### src/rtl/dma_pkg.sv
// Shared types and constants for the CSR arbiter.
// Holds the arbiter state encoding and CSR bus widths.
package dma_pkg;

    typedef enum logic {
        IDLE = 1'b0,
        BUSY = 1'b1
    } arb_state_t;

    localparam int CSR_ADDR_W = 32;
    localparam int CSR_DATA_W = 32;
    localparam logic [CSR_DATA_W-1:0] CSR_TIMEOUT_DATA = 32'hDEAD_BEEF;

endpackage

### src/rtl/rr_pick.sv
// Combinational round-robin picker: first requester at or after
// the pointer, wrapping from N-1 back to 0.
module rr_pick #(
    parameter int N  = 2,
    parameter int IW = $clog2(N)
) (
    input  logic [N-1:0]  req_i,
    input  logic [IW-1:0] ptr_i,
    output logic [IW-1:0] idx_o,
    output logic          any_o
);

    logic [IW:0] slot;
    logic        found;

    always_comb begin
        idx_o = '0;
        found = 1'b0;
        slot  = '0;
        for (int k = 0; k < N; k++) begin
            slot = {1'b0, ptr_i} + (IW+1)'(k);
            if (slot >= (IW+1)'(N)) begin
                slot = slot - (IW+1)'(N);
            end
            if (!found && req_i[slot[IW-1:0]]) begin
                idx_o = slot[IW-1:0];
                found = 1'b1;
            end
        end
    end

    assign any_o = |req_i;

endmodule

### src/rtl/csr_arb.sv
// Round-robin arbiter sharing one CSR slave port among NUM_REQ masters.
// Optional watchdog with forced completion: define CSR_ARB_TIMEOUT_EN.
module csr_arb
    import dma_pkg::*;
#(
    parameter int NUM_REQ     = 2,
    parameter int TIMEOUT_CYC = 64
) (
    input  logic                                clk,
    input  logic                                reset,
    input  logic [NUM_REQ-1:0]                  m_wr,
    input  logic [NUM_REQ-1:0]                  m_rd,
    input  logic [NUM_REQ-1:0][CSR_ADDR_W-1:0]  m_addr,
    input  logic [NUM_REQ-1:0][CSR_DATA_W-1:0]  m_wr_data,
    output logic [NUM_REQ-1:0]                  m_wait_rq,
    output logic [CSR_DATA_W-1:0]               m_rd_data,
    output logic                                csr_wr,
    output logic                                csr_rd,
    output logic [CSR_ADDR_W-1:0]               csr_addr,
    output logic [CSR_DATA_W-1:0]               csr_wr_data,
    input  logic                                csr_wait_rq,
    input  logic [CSR_DATA_W-1:0]               csr_rd_data,
    output logic                                arb_err
);

    localparam int IW = $clog2(NUM_REQ);

    arb_state_t        state_q;
    logic [IW-1:0]     grant_q;
    logic [IW-1:0]     rr_ptr_q;
    logic [IW-1:0]     pick;
    logic              any_req;
    logic [NUM_REQ-1:0] req;
    logic              busy;
    logic              fwd_wr;
    logic              fwd_rd;
    logic              cmd;
    logic              tmo;
    logic              done;

    assign req    = m_wr | m_rd;
    assign busy   = (state_q == BUSY);
    // A simultaneous write and read from one master forwards only the write.
    assign fwd_wr = busy & m_wr[grant_q];
    assign fwd_rd = busy & m_rd[grant_q] & ~m_wr[grant_q];
    assign cmd    = fwd_wr | fwd_rd;
    assign done   = cmd & (~csr_wait_rq | tmo);

    rr_pick #(
        .N  (NUM_REQ),
        .IW (IW)
    ) u_pick (
        .req_i (req),
        .ptr_i (rr_ptr_q),
        .idx_o (pick),
        .any_o (any_req)
    );

`ifdef CSR_ARB_TIMEOUT_EN
    localparam int CW = $clog2(TIMEOUT_CYC + 1);

    logic [CW-1:0] cnt_q;
    logic          arb_err_q;

    assign tmo     = cmd & csr_wait_rq & (cnt_q == CW'(TIMEOUT_CYC - 1));
    assign arb_err = arb_err_q;

    always_ff @(posedge clk or posedge reset) begin
        if (reset) begin
            cnt_q     <= '0;
            arb_err_q <= 1'b0;
        end else begin
            if (!busy) begin
                cnt_q <= '0;
            end else if (cmd && csr_wait_rq && !tmo) begin
                cnt_q <= cnt_q + 1'b1;
            end
            if (done && tmo) begin
                arb_err_q <= 1'b1;
            end
        end
    end
`else
    logic unused_cfg;

    assign unused_cfg = ^TIMEOUT_CYC;
    assign tmo        = 1'b0;
    assign arb_err    = 1'b0;
`endif

    always_comb begin
        csr_wr      = fwd_wr;
        csr_rd      = fwd_rd;
        csr_addr    = busy ? m_addr[grant_q] : '0;
        csr_wr_data = busy ? m_wr_data[grant_q] : '0;
        m_wait_rq   = req;
        if (busy) begin
            m_wait_rq[grant_q] = cmd & csr_wait_rq & ~tmo;
        end
        m_rd_data = '0;
        if (done && fwd_rd) begin
            m_rd_data = tmo ? CSR_TIMEOUT_DATA : csr_rd_data;
        end
    end

    always_ff @(posedge clk or posedge reset) begin
        if (reset) begin
            state_q  <= IDLE;
            grant_q  <= '0;
            rr_ptr_q <= '0;
        end else begin
            case (state_q)
                IDLE: begin
                    if (any_req) begin
                        grant_q <= pick;
                        state_q <= BUSY;
                    end
                end
                BUSY: begin
                    // A withdrawn request leaves the pointer untouched.
                    if (!cmd) begin
                        state_q <= IDLE;
                    end else if (done) begin
                        state_q  <= IDLE;
                        rr_ptr_q <= (grant_q == IW'(NUM_REQ - 1)) ?
                                    '0 : grant_q + 1'b1;
                    end
                end
                default: state_q <= IDLE;
            endcase
        end
    end

endmodule

### config.mk
export PLATFORM = sky130hd
export DESIGN_NAME = csr_arb
export DESIGN_NICKNAME = d
export VERILOG_FILES = /design/src/rtl/dma_pkg.sv /design/src/rtl/rr_pick.sv /design/src/rtl/csr_arb.sv
export SDC_FILE = /design/constraint.sdc
export NUM_CORES = 1
export LEC_CHECK = 0
export ABC_CLOCK_PERIOD_IN_PS = 1790
export CORE_AREA = 4 4 102 104
export CTS_CLUSTER_DIAMETER = 50
export DETAILED_ROUTE_END_ITERATION = 8
export DIE_AREA = 0 0 106 108
export PLACE_DENSITY = 0.7
export SLEW_MARGIN = 20
export SYNTH_ARGS = -nofsm -noshare
export SYNTH_HDL_FRONTEND = slang
export SYNTH_HIERARCHICAL = 1
export SYNTH_SLANG_ARGS = --single-unit
### constraint.sdc
create_clock -name clk -period 1.79 [get_ports clk]
set_input_delay 0.358 -clock clk [delete_from_list [all_inputs] [get_ports clk]]
set_output_delay 0.358 -clock clk [all_outputs]
set_load 0.02 [all_outputs]
# --- Word level (Yosys, flattened, before mapping) ---
# Index checks and enable logic that the tools add are counted.
word_totals:
  reg_bits: 3
  inputBits: 167
  output_inout_bits: 101
  word_cells: 59
op_classes:
  add_sub_neg: 4
  order_cmp: 6
  muxes: 29
  bitwise: 10
  n_reduce_logical: 7
ops:
  columns: ["cell", "n"]
  rows:
  - ["32-bit two-way mux", 7]
  - ["1-bit two-way mux", 18]
  - ["1-bit by 2-bit < comparator with 1-bit output, second input constant", 3]
  - ["1-bit bitwise AND", 5]
  - ["1-bit logical AND", 3]
  - ["1-bit NOT", 3]
  - ["3-bit AND reduction", 1]
  - ["1-bit by 1-bit adder with 2-bit output, second input constant", 1]
  - ["2-bit bitwise mux", 1]
  - ["1-bit by 2-bit greater-or-equal comparator with 1-bit output, second input constant", 1]
  - ["2-bit greater-or-equal comparator, second input constant", 1]
  - ["2-bit two-way mux", 1]
  - ["2-bit OR", 1]
  - ["1-bit case mux with 2 select lines", 1]
  - ["2-bit AND reduction", 1]
  - ["2-bit OR reduction", 1]
  - ["1-bit subtractor, second input constant", 2]
  - ["1-bit adder, second input constant", 1]
  - ["1-bit demux with 1-bit select", 1]
  - ["1-bit greater-or-equal comparator, second input constant", 1]
  - ["1-bit logical NOT", 1]
  - ["1-bit OR", 1]

# --- Longest topological paths before layout ---
# Gate-level depths: netlist of run 1.
depth:
  word_depth: 9
  mapped_depth: 5
  depth_no_buf: 5

# --- By module ---
# The synthesis of run 1 kept the hierarchy.
by_module_without_submodules:
  columns: ["mod", "n_inst", "cells_each", "area_each_um2", "seq_area_each_um2"]
  rows:
  - ["csr_arb", 1, 206, 1398.8, 75.1]
  - ["rr_pick", 1, 3, 17.5, 0.0]

# --- Worst setup path before layout of run 1 ---
# Ideal clock, no wire load.
synth_timing:
  kind: "register to output"
  start: "register grant_q"
  end: "output port m_rd_data[10]"
  arrival_ns: 1.603
  required_time_ns: 1.432
  slack_ns: -0.171
  path_stages_with_launch: 6
  path_buffers: 2
  path_cell_list: "dfrtp_1 -> buf_2 -> or3b_1 -> a211oi_2 -> buf_4 -> and2_1"
synth_via:
  elab_chain_cells: 8
  word_cells_on_any_way: 12
  cone_classes: "mux (5); bitwise (6); reduce/logical (1)"
synth_rtl:
  columns: ["item", "line_no", "rtl"]
  rows:
  - ["from (decl)", "csr_arb.sv:29", "logic [IW-1:0] grant_q;"]
  - ["from (signal assigned)", "csr_arb.sv:115", "grant_q <= pick;"]
  - ["1-bit two-way mux, on equally long branches (2 in a row)", "csr_arb.sv:45, csr_arb.sv:44", null]
  - ["1-bit bitwise AND / 1-bit NOT (equally long branches)", "csr_arb.sv:45", "assign fwd_rd = busy & m_rd[grant_q] & ~m_wr[grant_q];"]
  - ["1-bit bitwise AND", "csr_arb.sv:45", null]
  - ["1-bit OR", "csr_arb.sv:46", "assign cmd = fwd_wr | fwd_rd;"]
  - ["1-bit bitwise AND", "csr_arb.sv:47", "assign done = cmd & (~csr_wait_rq | tmo);"]
  - ["1-bit logical AND (*)", "csr_arb.sv:101", "if (done && fwd_rd) begin"]
  - ["32-bit two-way mux (*)", "csr_arb.sv:101", null]
  - ["to (decl)", "csr_arb.sv:16", "output logic [CSR_DATA_W-1:0] m_rd_data,"]
# Mark *: on every way between the ends. The rest lies on a longest branch, timed or not. The select of a mux whose other input is x is not followed.

# --- Worst setup path in the final report of run 1 ---
layout_timing:
  start: "register grant_q"
  end: "output port m_rd_data[19]"
# The elaborated chain is that of the path after synthesis.

==> results of run 1 <==
## logic make-up after synthesis
kind of cell           after synthesis  synth area share
and+or+nand+nor                    106             0.353
AOI/OAI and AO/OA                   10            0.0468
other                                1           0.00265
DFF                                  3            0.0530
muxes                               66             0.467
buffers and inverters               23            0.0769
## layer usage
metal	vias to the layer above	global-route usage	part of all wire
met4	0	0.0250	0.014
li1	1278	-	-
met5	-	0	0
met2	161	0.300	0.53
met1	1158	0.143	0.36
met3	8	0.0412	0.098
## repair_timing
item,4_1_cts,5_1_grt
resized for setup,453,108
cloned,2,8
hold buffers,0,0
setup buffers,2,18
setup endpoints to repair,101,102
pin swaps,1,8
## state kept, by name, summed over array words and instances, names as in the netlist
name / flops
grant_q: 1
rr_ptr_q: 1
busy: 1
## layout make-up
type                       count  area [µm²]
timing repair buffer         311        3100
inverter                       4        15.0
multi-input combinational    183        1340
clock buffer                   4        45.0
tap                          133         166
sequential                     3        78.8
fill                         968        4800
## where the power goes
| group | switching (mW) | internal [mW] | total (mW) |
|---|---|---|---|
| Sequential | 0.0268 | 0.109 | 0.136 |
| Clock | 0.0427 | 0.152 | 0.194 |
| Combinational | 2.56 | 2.84 | 5.40 |
| Total | 2.63 | 3.10 | 5.73 |
## worst max-delay path, stage by stage, from the launching register on
cell and delay, ns:
dfrtp_4 0.48, or3b_4 0.41, a211oi_4 0.24, buf_4 0.16, buf_12 0.13, and2_4 0.14
buf_6 0.11
## metrics by stage
step	power, mW	cell area (µm²)	worst slack [ns]
floorplan	2.59	1500	-0.0487
global placement	4.81	4430	-1.01
detailed placement	4.84	4430	-1.03
CTS	4.84	4430	-0.475
global route	6.11	4750	-0.481
finish	5.73	4750	-0.447
## final timing paths
check / endpoint / depth (start not counted) / slack, ns / startpoint
max: m_rd_data[19] / 6 / -0.45 / grant_q
min: rr_ptr_q / 2 / 0.31 / reset
max reg2reg: busy / 7 / 0.17 / grant_q
min reg2reg: rr_ptr_q / 2 / 0.56 / rr_ptr_q
max in group asynchronous: grant_q / 2 / 1.33 / reset
min in group clk: rr_ptr_q / 2 / 0.56 / rr_ptr_q
## cell usage after synthesis
| master | n |
|---|---|
| inv_1 | 4 |
| nand2b_1 | 1 |
| dfrtp_1 | 3 |
| or3b_1 | 1 |
| or2_2 | 1 |
| or2_1 | 1 |
| o21a_1 | 1 |
| mux2_2 | 1 |
| conb_1 | 1 |
| nand3b_1 | 1 |
| a31o_2 | 1 |
| nor2_1 | 66 |
| buf_2 | 6 |
| buf_1 | 3 |
| buf_4 | 4 |
| clkbuf_1 | 6 |
| mux2i_1 | 65 |
| o21ai_0 | 2 |
| a21boi_1 | 1 |
| nor3_1 | 1 |
| nor2b_1 | 2 |
| a211oi_2 | 1 |
| a21oi_1 | 4 |
| and2_1 | 32 |
==> flow_summary.ini, run 1 <==
[sta]
hold_viol_final = 0
drv_slew = 0
whs_ns = 0.310
fin_crit_sh = 1.25
rsz0062_at_grt = yes
max_freq_ghz = 0.447
setup_viol = 100
layout_setup_ws_ns = -0.447
skew_ns = 0.000681
min_period_ns = 2.24
setup_tns_ns = -26.02

[floorplanning]
dieArea_um2 = 11400
rows = 36
core_area_um2 = 9550
pin_count = 268
chipHeight_um = 108
start_util = 0.148
die_x_um = 106

[yosys]
synth_fp_nets = 376
synth-seq-cells = 3
synth_top_cell_area_share = 0.459
ys_seq_area_frac = 0.0530
syn_avg_cell_area_um2 = 6.78
yosys-top-cells-area = mux2i_1, nor2_1, and2_1
synth_top_area_cell = mux2i_1
yosysWarningCount = 6
syn-cell-area_um2 = 1420
yosys.cell_types.count = 24
synthCells = 209

[worst_setup_path]
critPathLaunchType = flop
required_ns = 1.43
end_kind = primary output
path_max_fanout = 16
worstSetupPathType = reg2out
cp_data_arrival_time_ns = 1.88

[drt]
drcViolationCount = 0
ant_nets = 0
vias_per_cell = 4.08
vias = 2605
drt_iter0_drc = 56
firstDrtPassIters = 4
wl_mm = 9.75
wl_per_cell_um = 15.3

[clock_tree]
cts-root-buf = clkbuf_8
ctsHtreeMaxLevel = 1
path_clk_slew_ns = 0.03
cts_buffer_depth = 2
cts_made_buffers = 3
cts_num_sinks = 3
clock_latency_ns = 0.21
cts_tree = built

[layout]
layout_common_cells = clkdlybuf4s50_1, buf_4, nor2_1
syn2layout_area_growth_pct = 235
drive_gt1_frac = 0.378
nets = 673
n_antenna_cell = 0
layout_commonest_cell = clkdlybuf4s50_1
layout.cells.non_filler = 638
post-route-util = 0.497

[place]
gp_congestion = 0.876
port_buffers = 266
place_hpwl_mm = 7.77
dp_cells = 607

[power_and_ir_drop]
power-per-cell-area_nw_per_um2 = 1210
vdd_drop_max_mv = 0.591
cellLeakagePower_nw = 2.33

[global_route]
grt_pass1_vias = 2643
antenna_found_initial = 0
grt.total_usage = 0.145
grt_max_degree = 39
grt_pass1_wl_mm = 13.4
grt-ovfl-total = 0

[outcome]
failed_checks = negative setup slack
status = finished, violations left

[run]
maxCapViolCount = 0

[min_path]
min_path_type = in2async
(Power assumes the default switching activity.)
==> run 2, diff against run 1 <==
CTS_CLUSTER_DIAMETER = unset   (was 50)
==> results of run 2 <==
The final DEF is identical to that of run 1; final timing and power are the same.
==> run 3, diff against run 2 <==
ABC_CLOCK_PERIOD_IN_PS = 2600   (was 1790)
CORE_AREA = 4 4 101 103   (was 4 4 102 104)
DIE_AREA = 0 0 105 107   (was 0 0 106 108)
PLACE_DENSITY = 0.69   (was 0.7)
clock period = 2.6 ns   (was 1.79 ns; I/O delays follow)
==> run 3 against run 2 <==
The run now ends clean; first-iteration DRC count up 3.6%; global-route usage grew 1.1 points; via count decreased by 5.2%; register-to-register slack improved by 1.2 ns; utilization decreased by 2.1 points; sequential share of layout area rose by 0.14 points; non-clock buffer count down 29; final area decreased by 7.8%; clock power fell by 30%; flip-flop and latch count unchanged; largest cell class unchanged; largest power group unchanged.
==> flow_summary.ini, run 3 (synthesized netlist as in run 1, its figures left out) <==
[layout]
layout_common_cells = clkdlybuf4s50_1, nor2_1, mux2i_1
nFillCells = 912
final-seq-area_um2 = 78.8
syn2layout_area_growth_pct = 209
drive_gt1_frac = 0.155
multiInputGateArea_um2 = 1270
layout_commonest_cell = clkdlybuf4s50_1
n_antenna_cell = 0
layout.cells.non_filler = 587
nets = 644

[global_route]
antenna_found_initial = 0
top_usage_layer = met2
grt_max_degree = 42
grt_pass1_vias = 2527
grt-ovfl-total = 0
grt_util_met3 = 0.0506
grt_pass1_wl_mm = 13.9
grt.total_usage = 0.156
met1_usage = 0.145
use_met2 = 0.328

[drt]
ant_nets = 0
firstDrtPassIters = 4
vias_per_cell = 4.21
wl_mm = 9.74
vias = 2470
drcViolationCount = 0
drt_iter0_drc = 58
wl_per_cell_um = 16.6

[worst_setup_path]
path_max_fanout = 8
required_ns = 2.08
end_kind = primary output
cp_data_arrival_time_ns = 2.03
critPathLaunchType = flop
worstSetupPathType = reg2out
r2r_cells = 4

[sta]
skew_ns = 0.00243
drv_slew = 0
fin_crit_sh = 0.980
setup_tns_ns = 0
setup_viol = 0
min_period_ns = 2.55
max_freq_ghz = 0.393
hold_viol_final = 0
rsz0062_at_grt = no

[place]
dp_cells = 577
gp_congestion = 0.776
port_buffers = 266
place_hpwl_mm = 8.10

[floorplanning]
pin_count = 268
chipHeight_um = 107
die_x_um = 105
core_area_um2 = 9200
start_util = 0.154
dieArea_um2 = 11200
rows = 35

[clock_tree]
cts_hold_buf = 0
path_clk_slew_ns = 0.03
cts_num_sinks = 3
cts_buffer_depth = 2
cts_made_buffers = 3
clock_latency_ns = 0.22
cts_tree = built
cts-root-buf = clkbuf_8
ctsHtreeMaxLevel = 1

[power_and_ir_drop]
power_mw = 3.43
power-per-cell-area_nw_per_um2 = 783
vdd_drop_max_mv = 0.419
cellLeakagePower_nw = 2.01

[run]
maxCapViolCount = 0

[outcome]
status = completed

[min_path]
min_path_type = in2async
run 3: path summary, 6_finish.rpt:
path	from	endpoint	slack [ns]
max	grant_q	m_rd_data[27]	0.05
min	reset	busy	0.48
max reg2reg	grant_q	busy	1.34
min reg2reg	rr_ptr_q	rr_ptr_q	0.54
max in group asynchronous	reset	grant_q	1.96
min in group clk	rr_ptr_q	rr_ptr_q	0.54
run 3: power breakdown:
group          switching (mW)  internal [mW]
combinational            1.59           1.61
sequential             0.0208         0.0750
clock                  0.0313          0.105
total                    1.64           1.79
run 3: through the flow:
step	setup slack (ns)	utilization	hold WS [ns]	area, µm²
after global placement	-0.547	0.461	0.522	4240
after global routing	0.00255	0.476	0.486	4380
after floorplan	0.466	-	0.274	1420
final	0.0529	0.476	0.481	4380
after detailed placement	-0.614	0.461	0.532	4240
after CTS	0.000770	0.473	0.487	4350
run 3: routing by layer:
layer,up-vias,part of all wire
met5,-,0
met1,1107,0.32
li1,1225,-
met4,0,0.0055
met2,134,0.58
met3,4,0.096
run 3: what timing repair did:
item                       CTS  global route
setup endpoints to repair   35            58
resized for setup          184             6
pin swaps                    2             2
buffers inserted             3             0
gates cloned                 2             1
run 3: final cells by class:
class / count / share of cell area
tap: 111 / 0.0317
timing repair buffer: 282 / 0.645
multi-input combinational: 183 / 0.291
sequential: 3 / 0.0180
clock buffer: 4 / 0.0103
inverter: 4 / 0.00343
run 3: worst max-delay path, stage by stage (launching register included):
cell and delay, ns:
dfrtp_4 0.47, or3b_4 0.42, a211oi_4 0.29, buf_6 0.13, bufbuf_16 0.25, and2_4 0.14, buf_6 0.11
